`src/rtl/matrix_stream_flattener.sv`:
```
// Reads an N x N matrix one row per cycle from a synchronous memory and presents
// it as one flat word, row-major or column-major, behind a valid/ready handshake.
module matrix_stream_flattener #(
  parameter  int MATRIX_SIZE = 4,
  parameter  int DATA_WIDTH  = 8,
  parameter  int RD_LATENCY  = 1,
  localparam int ADDR_WIDTH  = ($clog2(MATRIX_SIZE) < 1) ? 1 : $clog2(MATRIX_SIZE)
) (
  input  logic                                        clk,
  input  logic                                        rst,
  input  logic                                        start,
  input  logic                                        transpose,
  input  logic                                        abort,
  input  logic [MATRIX_SIZE*DATA_WIDTH-1:0]           mem_rdata,
  output logic                                        mem_en,
  output logic                                        mem_we,
  output logic [ADDR_WIDTH-1:0]                       mem_addr,
  output logic [MATRIX_SIZE*MATRIX_SIZE*DATA_WIDTH-1:0] flat_out,
  output logic                                        flat_valid,
  input  logic                                        flat_ready,
  output logic                                        busy,
  output logic                                        done
);

  localparam int N      = MATRIX_SIZE;
  localparam int DW     = DATA_WIDTH;
  localparam int L      = RD_LATENCY;
  localparam int ROW_W  = N * DW;
  localparam int FLAT_W = N * N * DW;

  typedef enum logic [2:0] {
    S_IDLE,
    S_READ,
    S_DRAIN,
    S_PRESENT,
    S_DONE
  } state_t;

  state_t                state_q, state_d;
  logic                  mode_q;
  logic [ADDR_WIDTH-1:0] row_cnt_q;
  logic                  vld_q [L];
  logic [ADDR_WIDTH-1:0] idx_q [L];
  logic [ROW_W-1:0]      rows_q [N];
  logic [ROW_W-1:0]      rows_d [N];
  logic [FLAT_W-1:0]     flat_q;
  logic [FLAT_W-1:0]     flat_rm;
  logic [FLAT_W-1:0]     flat_cm;

  logic abort_act;
  logic cap_en;
  logic last_cap;
  logic last_read;

  assign abort_act = abort && (state_q == S_READ || state_q == S_DRAIN || state_q == S_PRESENT);
  assign cap_en    = vld_q[L-1] && !abort_act;
  assign last_cap  = cap_en && (idx_q[L-1] == ADDR_WIDTH'(N - 1));
  assign last_read = (row_cnt_q == ADDR_WIDTH'(N - 1));

  // State register
  always_ff @(posedge clk or posedge rst) begin
    if (rst) begin
      state_q <= S_IDLE;
    end else begin
      state_q <= state_d;
    end
  end

  // Next-state logic; abort outranks every other transition out of a busy state
  always_comb begin
    state_d = state_q;
    case (state_q)
      S_IDLE:    if (start) state_d = S_READ;
      S_READ:    if (abort) state_d = S_IDLE;
                 else if (last_read) state_d = S_DRAIN;
      S_DRAIN:   if (abort) state_d = S_IDLE;
                 else if (last_cap) state_d = S_PRESENT;
      S_PRESENT: if (abort) state_d = S_IDLE;
                 else if (flat_ready) state_d = S_DONE;
      S_DONE:    state_d = S_IDLE;
      default:   state_d = S_IDLE;
    endcase
  end

  // Output decode
  always_comb begin
    mem_en     = (state_q == S_READ);
    mem_we     = 1'b0;
    mem_addr   = (state_q == S_READ) ? row_cnt_q : '0;
    flat_valid = (state_q == S_PRESENT);
    busy       = (state_q != S_IDLE);
    done       = (state_q == S_DONE);
    flat_out   = flat_q;
  end

  always_ff @(posedge clk or posedge rst) begin
    if (rst) begin
      mode_q    <= 1'b0;
      row_cnt_q <= '0;
    end else begin
      if (state_q == S_IDLE) begin
        row_cnt_q <= '0;
        if (start) mode_q <= transpose;
      end else if (state_q == S_READ) begin
        row_cnt_q <= row_cnt_q + 1'b1;
      end
    end
  end

  // Tracks which row each outstanding read returns; stage L-1 lines up with mem_rdata
  always_ff @(posedge clk or posedge rst) begin
    if (rst) begin
      for (int i = 0; i < L; i++) begin
        vld_q[i] <= 1'b0;
        idx_q[i] <= '0;
      end
    end else begin
      vld_q[0] <= (state_q == S_READ) && !abort;
      idx_q[0] <= row_cnt_q;
      for (int i = 1; i < L; i++) begin
        vld_q[i] <= vld_q[i-1] && !abort_act;
        idx_q[i] <= idx_q[i-1];
      end
    end
  end

  genvar gi, gc;
  generate
    for (gi = 0; gi < N; gi++) begin : g_row
      assign rows_d[gi] = (cap_en && idx_q[L-1] == ADDR_WIDTH'(gi)) ? mem_rdata : rows_q[gi];

      // Column c of a row sits at bits (N-1-c)*DW; flat index 0 lands in the MSBs
      for (gc = 0; gc < N; gc++) begin : g_col
        assign flat_rm[(N*N-1-(gi*N+gc))*DW +: DW] = rows_d[gi][(N-1-gc)*DW +: DW];
        assign flat_cm[(N*N-1-(gc*N+gi))*DW +: DW] = rows_d[gi][(N-1-gc)*DW +: DW];
      end
    end
  endgenerate

  always_ff @(posedge clk or posedge rst) begin
    if (rst) begin
      for (int i = 0; i < N; i++) begin
        rows_q[i] <= '0;
      end
    end else begin
      for (int i = 0; i < N; i++) begin
        rows_q[i] <= rows_d[i];
      end
    end
  end

  // The output word only changes on the edge that enters PRESENT
  always_ff @(posedge clk or posedge rst) begin
    if (rst) begin
      flat_q <= '0;
    end else if (state_q == S_DRAIN && last_cap) begin
      flat_q <= mode_q ? flat_cm : flat_rm;
    end
  end

endmodule

```
`config.mk`:
```
export PLATFORM = sky130hd
export DESIGN_NAME = matrix_stream_flattener
export DESIGN_NICKNAME = d
export VERILOG_FILES = /design/src/rtl/matrix_stream_flattener.sv
export SDC_FILE = /design/constraint.sdc
export NUM_CORES = 1
export LEC_CHECK = 0
export ABC_CLOCK_PERIOD_IN_PS = 12540
export CORE_UTILIZATION = 36
export DETAILED_ROUTE_END_ITERATION = 10
export GPL_ROUTABILITY_DRIVEN = 0
export GPL_TIMING_DRIVEN = 0
export PLACE_DENSITY = 0.56
export SYNTH_ARGS = -nofsm -noshare
export SYNTH_HDL_FRONTEND = slang
export SYNTH_SLANG_ARGS = --single-unit
```
`constraint.sdc`:
```
create_clock -name clk -period 12.54 [get_ports clk]
set_input_delay 1.254 -clock clk [delete_from_list [all_inputs] [get_ports clk]]
set_output_delay 1.254 -clock clk [all_outputs]
set_load 0.05 [all_outputs]
```
# Yosys cells after proc, flatten, opt, wreduce, memory -nomap -nowiden

Index checks and enable logic that the tools add are counted.

Register bits: 265
Bits of input ports: 38
Output and inout port bits: 135
Logic and storage cells: 57

$add $sub $neg: 1
Equality and inequality tests: 12
Muxes and demuxes: 16
Reduce and logical (&&, ||, !) cells: 18

Operators by type and width:

| operator                                            | count |
|---|---|
| 2-to-1 mux 32 bit                                   | 4 |
| 2-to-1 mux 120 bit                                  | 1 |
| 2-to-1 mux 3 bit                                    | 7 |
| one-hot mux 3 bit (4 select lines)                  | 1 |
| logical AND 1 bit                                   | 8 |
| equality test 2 bit, second input constant          | 3 |
| equality test 3 x 2 -> 1 bit, second input constant | 2 |
| 2-to-1 mux 2 bit                                    | 3 |
| != test 3 x 2 -> 1 bit, second input constant       | 2 |
| AND reduction 4 bit                                 | 1 |
| equality test 3 x 1 -> 1 bit, second input constant | 1 |
| equality test 3 bit, second input constant          | 1 |
| zero test 3 bit                                     | 1 |
| != test 3 bit, second input constant                | 1 |
| nonzero test 3 bit                                  | 1 |
| adder 2 x 1 -> 2 bit, second input constant         | 1 |
| equality test 2 x 1 -> 1 bit, second input constant | 1 |
| zero test 1 bit                                     | 2 |
| zero test 2 bit                                     | 1 |
| logical OR 1 bit                                    | 2 |
| != test 2 bit, second input constant                | 1 |
| AND reduction 2 bit                                 | 1 |
| nonzero test 2 bit                                  | 1 |

# Depth between registers and ports, before layout

Gate-level depths: netlist (run 1).

Depth after elaboration: 10
Mapped depth: 8
Depth with buffers taken out: 5

# Worst setup path before layout (run 1)

OpenSTA, ideal clock, no wires.

Path kind: register -> output
Start: register state_q[0]
End: output port done
Arrival: 1.742 ns
Required time: 11.286 ns
Setup slack: 9.544 ns
Cell stages (with the launch flop): 5
Buffers on the path: 2
Path through: dfrtp_1 or2_1 buf_2 clkbuf_1 nor2_1

Longest elaborated chain between the ends: 1

RTL lines:

| element                  | line | source |
|---|---|---|
| start: declaration       | 39   | `state_t state_q, state_d;` |
| start signal: assignment | 65   | `state_q <= state_d;` |
| equality test 3 bit      | 92   | `done = (state_q == S_DONE);` |
| end: declaration         | 22   | `output logic done` |

Every way passes these cells.

# Worst setup path in the final report (run 1)

Ends and elaborated chain as after synthesis.

==> flow_summary.json, run 1 <==
{
  "seq_area_frac_synth_pct": 57.5,
  "path_buf_inv": 3,
  "synth_edf_count": 0,
  "ios": 173,
  "outcome": "completed",
  "drt_drc_violations_left": 0,
  "final_util_pct": 48.1,
  "path_clk_slew_ps": 60,
  "multiInputGateArea_um2": 3750,
  "finalSetupViolations": 0,
  "cts_root_buf": "clkbuf_16",
  "post_cts_buffers": 0,
  "min_period_over_period_pct": 31.8,
  "rows": 61,
  "syn_inst": 910,
  "cts_buffer_depth": 3,
  "worstPathCellList": "or2_1 > buf_2 > clkbuf_1 > nor2_1 > clkdlybuf4s50_1",
  "dp_cells": 1461,
  "finalHoldViolCount": 0,
  "grt_overflow": 0,
  "postRouteAntennaNets": 0,
  "synth_top_area_share_pct": 57.5,
  "yosysWarnings": 0,
  "hp-class": "reg2reg",
  "dieArea_um2": 29000,
  "synthTopCellsByArea": "dfrtp_1 58%, o21ai_0 5.1%, a211oi_1 4.7%",
  "cts_max_level": 1,
  "antenna_found_initial": 0,
  "required_ps": 11290,
  "worst_setup_path_start_kind": "flop",
  "vdd.ir_drop.worst_mv": 0.0778,
  "finish.net_count": 1151,
  "tightest_slew_ps": 797,
  "yosys.area.top_type": "dfrtp_1",
  "syn-mean-instance-area_um2": 11.2,
  "rsz0062_at_grt": "no",
  "cts_buffers": 27,
  "critical_path.slowest_cell": "clkdlybuf4s50_1",
  "hpwl_mm": 23.3,
  "drt-initial-drc-count": 496,
  "initial_core_util_pct": 36.7,
  "maxCapViolCount": 0,
  "ctsResizeCount": 0,
  "swShare_pct": 33.3,
  "power_switching_uw": 838,
  "tritoncts": "built",
  "wl_per_cell_um": 21.8,
  "syn_nets": 949,
  "path_delay_family": "buffers and inverters",
  "grt_util_all_layers_pct": 22.9,
  "wirelength_mm": 32.9,
  "grt_pass1_vias": 7758,
  "grt_pass1_wl_mm": 49.0,
  "yosysUniqueCellTypes": 44,
  "p_comb_share_pct": 27.5,
  "p_total_uw": 2520,
  "cellPowerDensity_nw_per_um2": 189,
  "timing.fmax_mhz": 251,
  "critPathKind": "reg2out",
  "clkPwrFrac_pct": 32.5,
  "coreArea_um2": 27800,
  "drv_slew": 0,
  "n_antenna_cell": 0,
  "area_delta_synth_final_pct": 31.2,
  "finalCriticalPeriod_ps": 3980,
  "slowest_delay_ps": 820,
  "clock_skew_ps": 13.2,
  "crit_fanout": 10,
  "num-fill-cells": 2629,
  "synth-async-reset-ratio_pct": 100,
  "io_buffers": 171,
  "p_seq_share_pct": 40.1,
  "cp-end-kind": "primary output",
  "die_h_um": 170,
  "cts_hold_buf": 0,
  "p_int_uw": 1680,
  "synthFlopType": "dfrtp_1",
  "dr.pass1.iters": 4,
  "arrival_ps": 2730,
  "num_vias": 8040,
  "ys_ff_latch": 234,
  "cts_num_sinks": 234,
  "final_cells": 1511,
  "grt_max_degree": 97,
  "fin_tns_setup_ps": 0,
  "drive_gt1_share_pct": 11.2,
  "ff_latch_area_um2": 5860,
  "final_common_cell": "dfrtp_1",
  "mappedNetlistArea_um2": 10200,
  "relSlewSlack_pct": 46.9,
  "fp.dieW_um": 170,
  "viasPerCell": 5.32,
  "clk_latency_ps": 540,
  "holdWs_ps": 433,
  "final_cell_mix": "234 x dfrtp_1, 171 x clkdlybuf4s50_1, 109 x nand2_1",
  "power.leakage_uw": 0.00612
}
worst register-to-register path: cells and delay by family (launching register included):
kind,cells,cell delay [ps]
and+or+nand+nor,2,1030
buffers and inverters,2,550
muxes,1,380
DFF,1,350
path summary, 6_finish.rpt:
| path | from | end | slack, ps | depth (start not counted) |
|---|---|---|---|---|
| max | state_q[0]$_DFFE_PP0P_ | done | 8560 | 5 |
| min | row_cnt_q[1]$_DFFE_PP0P_ | idx_q[1]$_DFF_PP0_ | 430 | 0 |
| max reg2reg | state_q[2]$_DFFE_PP0P_ | flat_out[127]$_DFFE_PP0P_ | 10130 | 5 |
| min reg2reg | row_cnt_q[1]$_DFFE_PP0P_ | idx_q[1]$_DFF_PP0_ | 430 | 0 |
| max in group asynchronous | rst | rows_q[53]$_DFF_PP0_ | 10160 | 4 |
| min in group asynchronous | rst | flat_out[103]$_DFFE_PP0P_ | 1130 | 2 |
routing by layer:
layer	routed length, um	GRT usage [%]	up-vias
li1	-	-	3693
met1	15100	32.0	4075
met3	1720	3.28	35
met2	15500	37.3	237
met5	0	0	-
met4	583	5.60	0
registers in the layout (all words and copies together) (netlist names):
name and count:
state_q 3, rows_q 97, vld_q 1, idx_q 2, mode_q 1, row_cnt_q 2
flat_out 128
cell usage after synthesis (all sizes together), types with 2 or more instances:
| cell | number |
|---|---|
| a21o | 28 |
| inv | 62 |
| mux2 | 50 |
| a221oi | 16 |
| clkbuf | 39 |
| a22oi | 16 |
| mux2i | 40 |
| nor4bb | 8 |
| a211oi | 64 |
| nor2 | 17 |
| and3 | 4 |
| nor3 | 2 |
| o31ai | 8 |
| nand3b | 2 |
| or3b | 2 |
| nand2 | 111 |
| dfrtp | 234 |
| o221ai | 32 |
| and4b | 8 |
| buf | 35 |
| a21oi | 4 |
| nand3 | 2 |
| o21ai | 115 |
power by group through the flow:
stage	Clock (uW)	Sequential, uW	Combinational, uW
floorplan	0	1020	471
global placement	0	1020	679
detailed placement	0	1020	690
CTS	833	1010	693
global route	865	1030	753
finish	819	1010	692
layout make-up:
cell class              instances  area share, %
flip-flops and latches        234           43.8
multi-input cells             540           28.1
repair buffers                173           13.2
clock buffers                  39           5.92
well taps                     378           3.54
plain buffers                  74           2.57
inverters                      62           1.80
clock inverters                11           1.04
through the flow:
step,setup WS [ps],instance area [um^2]
2_1_floorplan,4870,10200
3_3_place_gp,1510,12400
3_5_place_dp,8780,12400
4_1_cts,8540,13400
5_1_grt,8450,13400
6_report,8560,13400
logic make-up after synthesis:
kind of cell    share of synthesized area, %
compound gates                          18.9
flops                                   57.5
simple gates                            7.85
buf+inv                                 5.65
mux                                     9.90
fa+ha+maj                              0.123
other cells                           0.0368
No activity file was read; power rests on OpenSTA's default activity.
==> inputs of run 2 (changes only) <==
Settings changed: ABC_CLOCK_PERIOD_IN_PS 12540 to 3950.
Clock period 12.54 ns to 3.95 ns, I/O delays scaled along.
==> run 2 against run 1 <==
Compared with the run above: register-to-register slack got worse by 8700 ps; clock skew increased by 1.9 ps; worst hold slack got worse by 140 ps; die area unchanged; utilization increased by 0.37 points; critical endpoint unchanged; design area increased by 0.77%; sequential power increased to 3.2 times the previous value.
==> flow_summary.json, run 2 (synthesis gave the netlist of run 1 again) <==
{
  "num_vias": 8067,
  "grt_pass1_vias": 8085,
  "final_cell_mix": "234 x dfrtp_1, 171 x clkdlybuf4s50_1, 109 x nand2_1",
  "hpwl_mm": 23.4,
  "cts_max_level": 1,
  "ctsResizeCount": 0,
  "clk_latency_ps": 560,
  "largest_reg_flops": 128,
  "drt_drc_violations_left": 0,
  "final_common_cell": "dfrtp_1",
  "cts_root_buf": "clkbuf_16",
  "crit_fanout": 10,
  "arrival_ps": 2730,
  "postRouteAntennaNets": 0,
  "slowest_delay_ps": 820,
  "rows": 61,
  "hp-class": "in2async",
  "dieArea_um2": 29000,
  "ios": 173,
  "n_antenna_cell": 0,
  "antenna_found_initial": 1,
  "wirelength_mm": 33.2,
  "power.leakage_uw": 0.00617,
  "required_ps": 3560,
  "wl_per_cell_um": 21.9,
  "drv_slew": 0,
  "tightest_slew_ps": 784,
  "critPathKind": "reg2out",
  "cts_buffers": 27,
  "clock_skew_ps": 15.1,
  "grt_pass1_wl_mm": 50.3,
  "drt-initial-drc-count": 636,
  "cts_num_sinks": 234,
  "min_period_over_period_pct": 79.1,
  "viasPerCell": 5.32,
  "critical_path.slowest_cell": "clkdlybuf4s50_1",
  "grt_overflow": 0,
  "drive_gt1_share_pct": 11.7,
  "maxCapViolCount": 0,
  "outcome": "completed",
  "rsz0062_at_grt": "no",
  "io_buffers": 171,
  "initial_core_util_pct": 36.7,
  "p_total_uw": 8140,
  "grt_util_all_layers_pct": 23.5,
  "cts_hold_buf": 0,
  "tritoncts": "built",
  "dr.pass1.iters": 5,
  "finalSetupViolations": 0,
  "finalCriticalPeriod_ps": 3120,
  "worstReg2RegStart": "state_q[2]$_DFFE_PP0P_",
  "fp.dieW_um": 170,
  "relSlewSlack_pct": 47.7,
  "coreArea_um2": 27800,
  "area_delta_synth_final_pct": 32.2,
  "fin_tns_setup_ps": 0,
  "path_buf_inv": 3,
  "worst_setup_path_start_kind": "flop",
  "vdd.ir_drop.worst_mv": 0.280,
  "finish.net_count": 1155,
  "die_h_um": 170,
  "timing.critical_path.from": "state_q[0]$_DFFE_PP0P_",
  "finalHoldViolCount": 0,
  "grt_max_degree": 42,
  "cellPowerDensity_nw_per_um2": 605,
  "path_delay_family": "buffers and inverters",
  "worstPathCellList": "or2_1 > buf_2 > clkbuf_1 > nor2_1 > clkdlybuf4s50_1",
  "path_clk_slew_ps": 60,
  "timing.fmax_mhz": 320,
  "cts_buffer_depth": 3,
  "cp-end-kind": "primary output",
  "post_cts_buffers": 0
}
==> run 2: cell types whose count changed in the layout (fill, tap and decap cells not counted), moves of 2 or more <==
cell       previous run  this run
buf_12                0         6
buf_16                2         0
bufinv_16             3         5
clkbuf_1             44        42
clkbuf_8              7         4
clkinv_2              5         7
==> run 2: final timing paths <==
| check | to | slack (ps) | cells after the start |
|---|---|---|---|
| min in group clk | idx_q[1]$_DFF_PP0_ | 440 | 0 |
| worst min-delay path | flat_out[1]$_DFFE_PP0P_ | 300 | 2 |
| worst max-delay path | done | 830 | 5 |
| worst max register to register | flat_out[29]$_DFFE_PP0P_ | 1400 | 7 |
| max in group asynchronous | rows_q[85]$_DFF_PP0_ | 2550 | 5 |
| worst min register to register | idx_q[1]$_DFF_PP0_ | 440 | 0 |
==> run 2: area by class of cell <==
class	count	area [um^2]
Tap cell	378	473
Timing Repair Buffer	177	1830
Fill cell	2623	14300
Clock buffer	34	742
Buffer	74	343
Clock inverter	16	229
Sequential cell	234	5860
Inverter	62	236
Multi-Input combinational cell	540	3750
==> run 2: power by group <==
| group | internal [uW] | total, uW | switching (uW) |
|---|---|---|---|
| logic | 821 | 2210 | 1390 |
| clock network | 1660 | 2720 | 1060 |
| registers | 2940 | 3210 | 267 |
==> run 2: worst reg2reg max path, stage by stage, from the launching register on <==
cell	delay (ps)
dfrtp_1	350
buf_2	170
nor2_1	130
and4_1	340
clkbuf_1	420
clkbuf_1	560
o21ai_0	300
o21ai_0	210
==> run 2: per-layer routing <==
layer  share of wire [%]  GRT usage (%)  vias up
met3                 6.9           4.74       54
met4                 2.0           5.95        2
met2                  46           37.8      293
met1                  45           32.3     4026
li1                    -              -     3692
met5               0.039              0        -
==> run 2: through the flow <==
step / instances / util, % / worst slack (ps) / cell area (um^2) / hold WS, ps
2_1_floorplan: 910 / - / 491 / 10200 / 385
3_3_place_gp: 1459 / 44.5 / -1460 / 12400 / 419
3_5_place_dp: 1465 / 45.0 / 1010 / 12500 / 425
4_1_cts: 1515 / 48.5 / 811 / 13500 / 307
5_1_grt: 1515 / 48.5 / 735 / 13500 / 346
6_report: 1515 / 48.5 / 827 / 13500 / 298
==> inputs of run 3 (changes only) <==
Settings changed: ABC_CLOCK_PERIOD_IN_PS 3950 to 2500, PLACE_DENSITY 0.56 to 0.58.
Clock period 3.95 ns to 2.5 ns, I/O delays scaled along.
==> run 3 against run 2 <==
Compared with the run above: die area stayed put; register-to-register slack worse by 1200 ps; power is 53% higher; via count is 0.20% higher; combinational power is 56% higher; sequential power is 58% higher; design area is 0.57% lower; worst hold slack worse by 180 ps; worst setup slack worse by 700 ps; critical endpoint unchanged; largest cell class unchanged; highest routed layer is now met4.
==> flow_summary.json, run 3 (synthesis gave the netlist of run 1 again) <==
{
  "outcome": "completed",
  "ios": 173,
  "postRouteAntennaNets": 0,
  "finalHoldViolCount": 0,
  "finalSetupViolations": 0,
  "rsz0062_at_grt": "no",
  "grt_max_degree": 41,
  "area_delta_synth_final_pct": 31.5,
  "regToRegSetupSlack_ps": 200,
  "path_clk_slew_ps": 60,
  "drt_drc_violations_left": 0,
  "antenna_found_initial": 2,
  "dr.pass1.iters": 5,
  "coreArea_um2": 27800,
  "power.leakage_uw": 0.00616,
  "final_common_cell": "dfrtp_1",
  "wirelength_mm": 32.9,
  "die_h_um": 170,
  "min_period_over_period_pct": 94.7,
  "io_buffers": 171,
  "critical_path.slowest_cell": "dfrtp_1",
  "arrival_ps": 2120,
  "dieArea_um2": 29000,
  "num_vias": 8083,
  "critPathKind": "reg2out",
  "required_ps": 2250,
  "slowest_delay_ps": 430,
  "viasPerCell": 5.33,
  "drv_slew": 0,
  "initial_core_util_pct": 36.7,
  "worst_setup_path_start_kind": "flop",
  "cp-end-kind": "primary output",
  "fp.dieW_um": 170,
  "cts_buffer_depth": 3,
  "final_util_pct": 48.2,
  "timing.fmax_mhz": 422,
  "final_cell_mix": "234 x dfrtp_1, 165 x clkdlybuf4s50_1, 109 x nand2_1",
  "vdd.ir_drop.worst_mv": 0.389,
  "worstPathCellList": "or2_1 > buf_2 > clkbuf_2 > nor2_1 > clkbuf_4",
  "hpwl_mm": 23.6,
  "tightest_slew_ps": 814,
  "cts_num_sinks": 234,
  "wl_per_cell_um": 21.7,
  "cts_hold_buf": 0,
  "crit_fanout": 10,
  "cts_max_level": 1,
  "grt_util_all_layers_pct": 23.2,
  "hp-class": "in2async",
  "cts_buffers": 27,
  "grt_pass1_vias": 8149,
  "finish.net_count": 1157,
  "clock_skew_ps": 11.0,
  "cts_root_buf": "clkbuf_16",
  "clk_latency_ps": 540,
  "grt_overflow": 0,
  "tritoncts": "built",
  "drive_gt1_share_pct": 12.1,
  "rows": 61,
  "maxCapViolCount": 0,
  "largest_reg_flops": 128,
  "relSlewSlack_pct": 45.7,
  "cellPowerDensity_nw_per_um2": 929,
  "grt_pass1_wl_mm": 50.0,
  "finalCriticalPeriod_ps": 2370,
  "drt-initial-drc-count": 556,
  "fin_tns_setup_ps": 0
}
## run 3: cell count changes in the layout (fill, tap and decap cells not counted), sizes merged
cell	change
clkbuf	+7
clkdlybuf4s50	-6
dlygate4sd2	+2
clkinv	-1
bufinv	-3
buf	+2
diode	+1
## run 3: critical path: cells and delay by family, from the launching register on
kind,cells,cell delay (ps)
and+or+nand+nor,2,470
buffers and inverters,3,680
DFF,1,430
## run 3: what timing repair did
item / 4_1_cts / 5_1_grt
pin swaps: 0 / 1
cloned: 0 / 0
endpoints found under the setup margin: 6 / 35
resized for setup: 10 / 11
setup buffers: 0 / 2
## run 3: worst paths after layout
kind                                                from                  endpoint  depth (start not counted)
worst min-delay path                                 rst   flat_out[5]$_DFFE_PP0P_                          2
worst max register to register    state_q[2]$_DFFE_PP0P_  flat_out[29]$_DFFE_PP0P_                          7
min in group clk                              flat_ready    state_q[2]$_DFFE_PP0P_                          3
worst max-delay path              state_q[0]$_DFFE_PP0P_                      done                          5
worst min register to register  row_cnt_q[1]$_DFFE_PP0P_        idx_q[1]$_DFF_PP0_                          0
max in group asynchronous                            rst      rows_q[84]$_DFF_PP0_                          7
## run 3: cell type report
cell class                 instances  area, um^2
antenna                            1        2.50
multi-input combinational        540        3750
tap                              378         473
clock inverter                    12         119
fill                            2630       14400
buffer                            74         345
timing repair buffer             179        1840
sequential                       234        5860
clock buffer                      37         763
inverter                          62         236
## run 3: power by group
part           internal [uW]  switching [uW]  leakage [uW]
logic                   1270            2170       0.00266
registers               4650             421       0.00306
clock network           2340            1580      0.000435
total                   8260            4180       0.00616
## run 3: routing by layer
layer / vias up / wire (um) / track usage [%]
met4: 0 / 961 / 7.21
li1: 3685 / - / -
met2: 260 / 15400 / 37.6
met3: 59 / 1610 / 3.35
met1: 4079 / 14800 / 32.1
met5: - / 0 / 0
## run 3: through the flow
| step | area [um^2] | power, uW | worst slack, ps | hold slack [ps] | instances |
|---|---|---|---|---|---|
| finish | 13400 | 12400 | 132 | 114 | 1517 |
| global route | 13400 | 13100 | 32.1 | 163 | 1516 |
| CTS | 13400 | 12500 | 11.3 | 126 | 1514 |
| detailed placement | 12500 | 8590 | -255 | 424 | 1465 |
| global placement | 12400 | 8490 | -2770 | 421 | 1459 |
| floorplan | 10200 | 7470 | -814 | 316 | 910 |
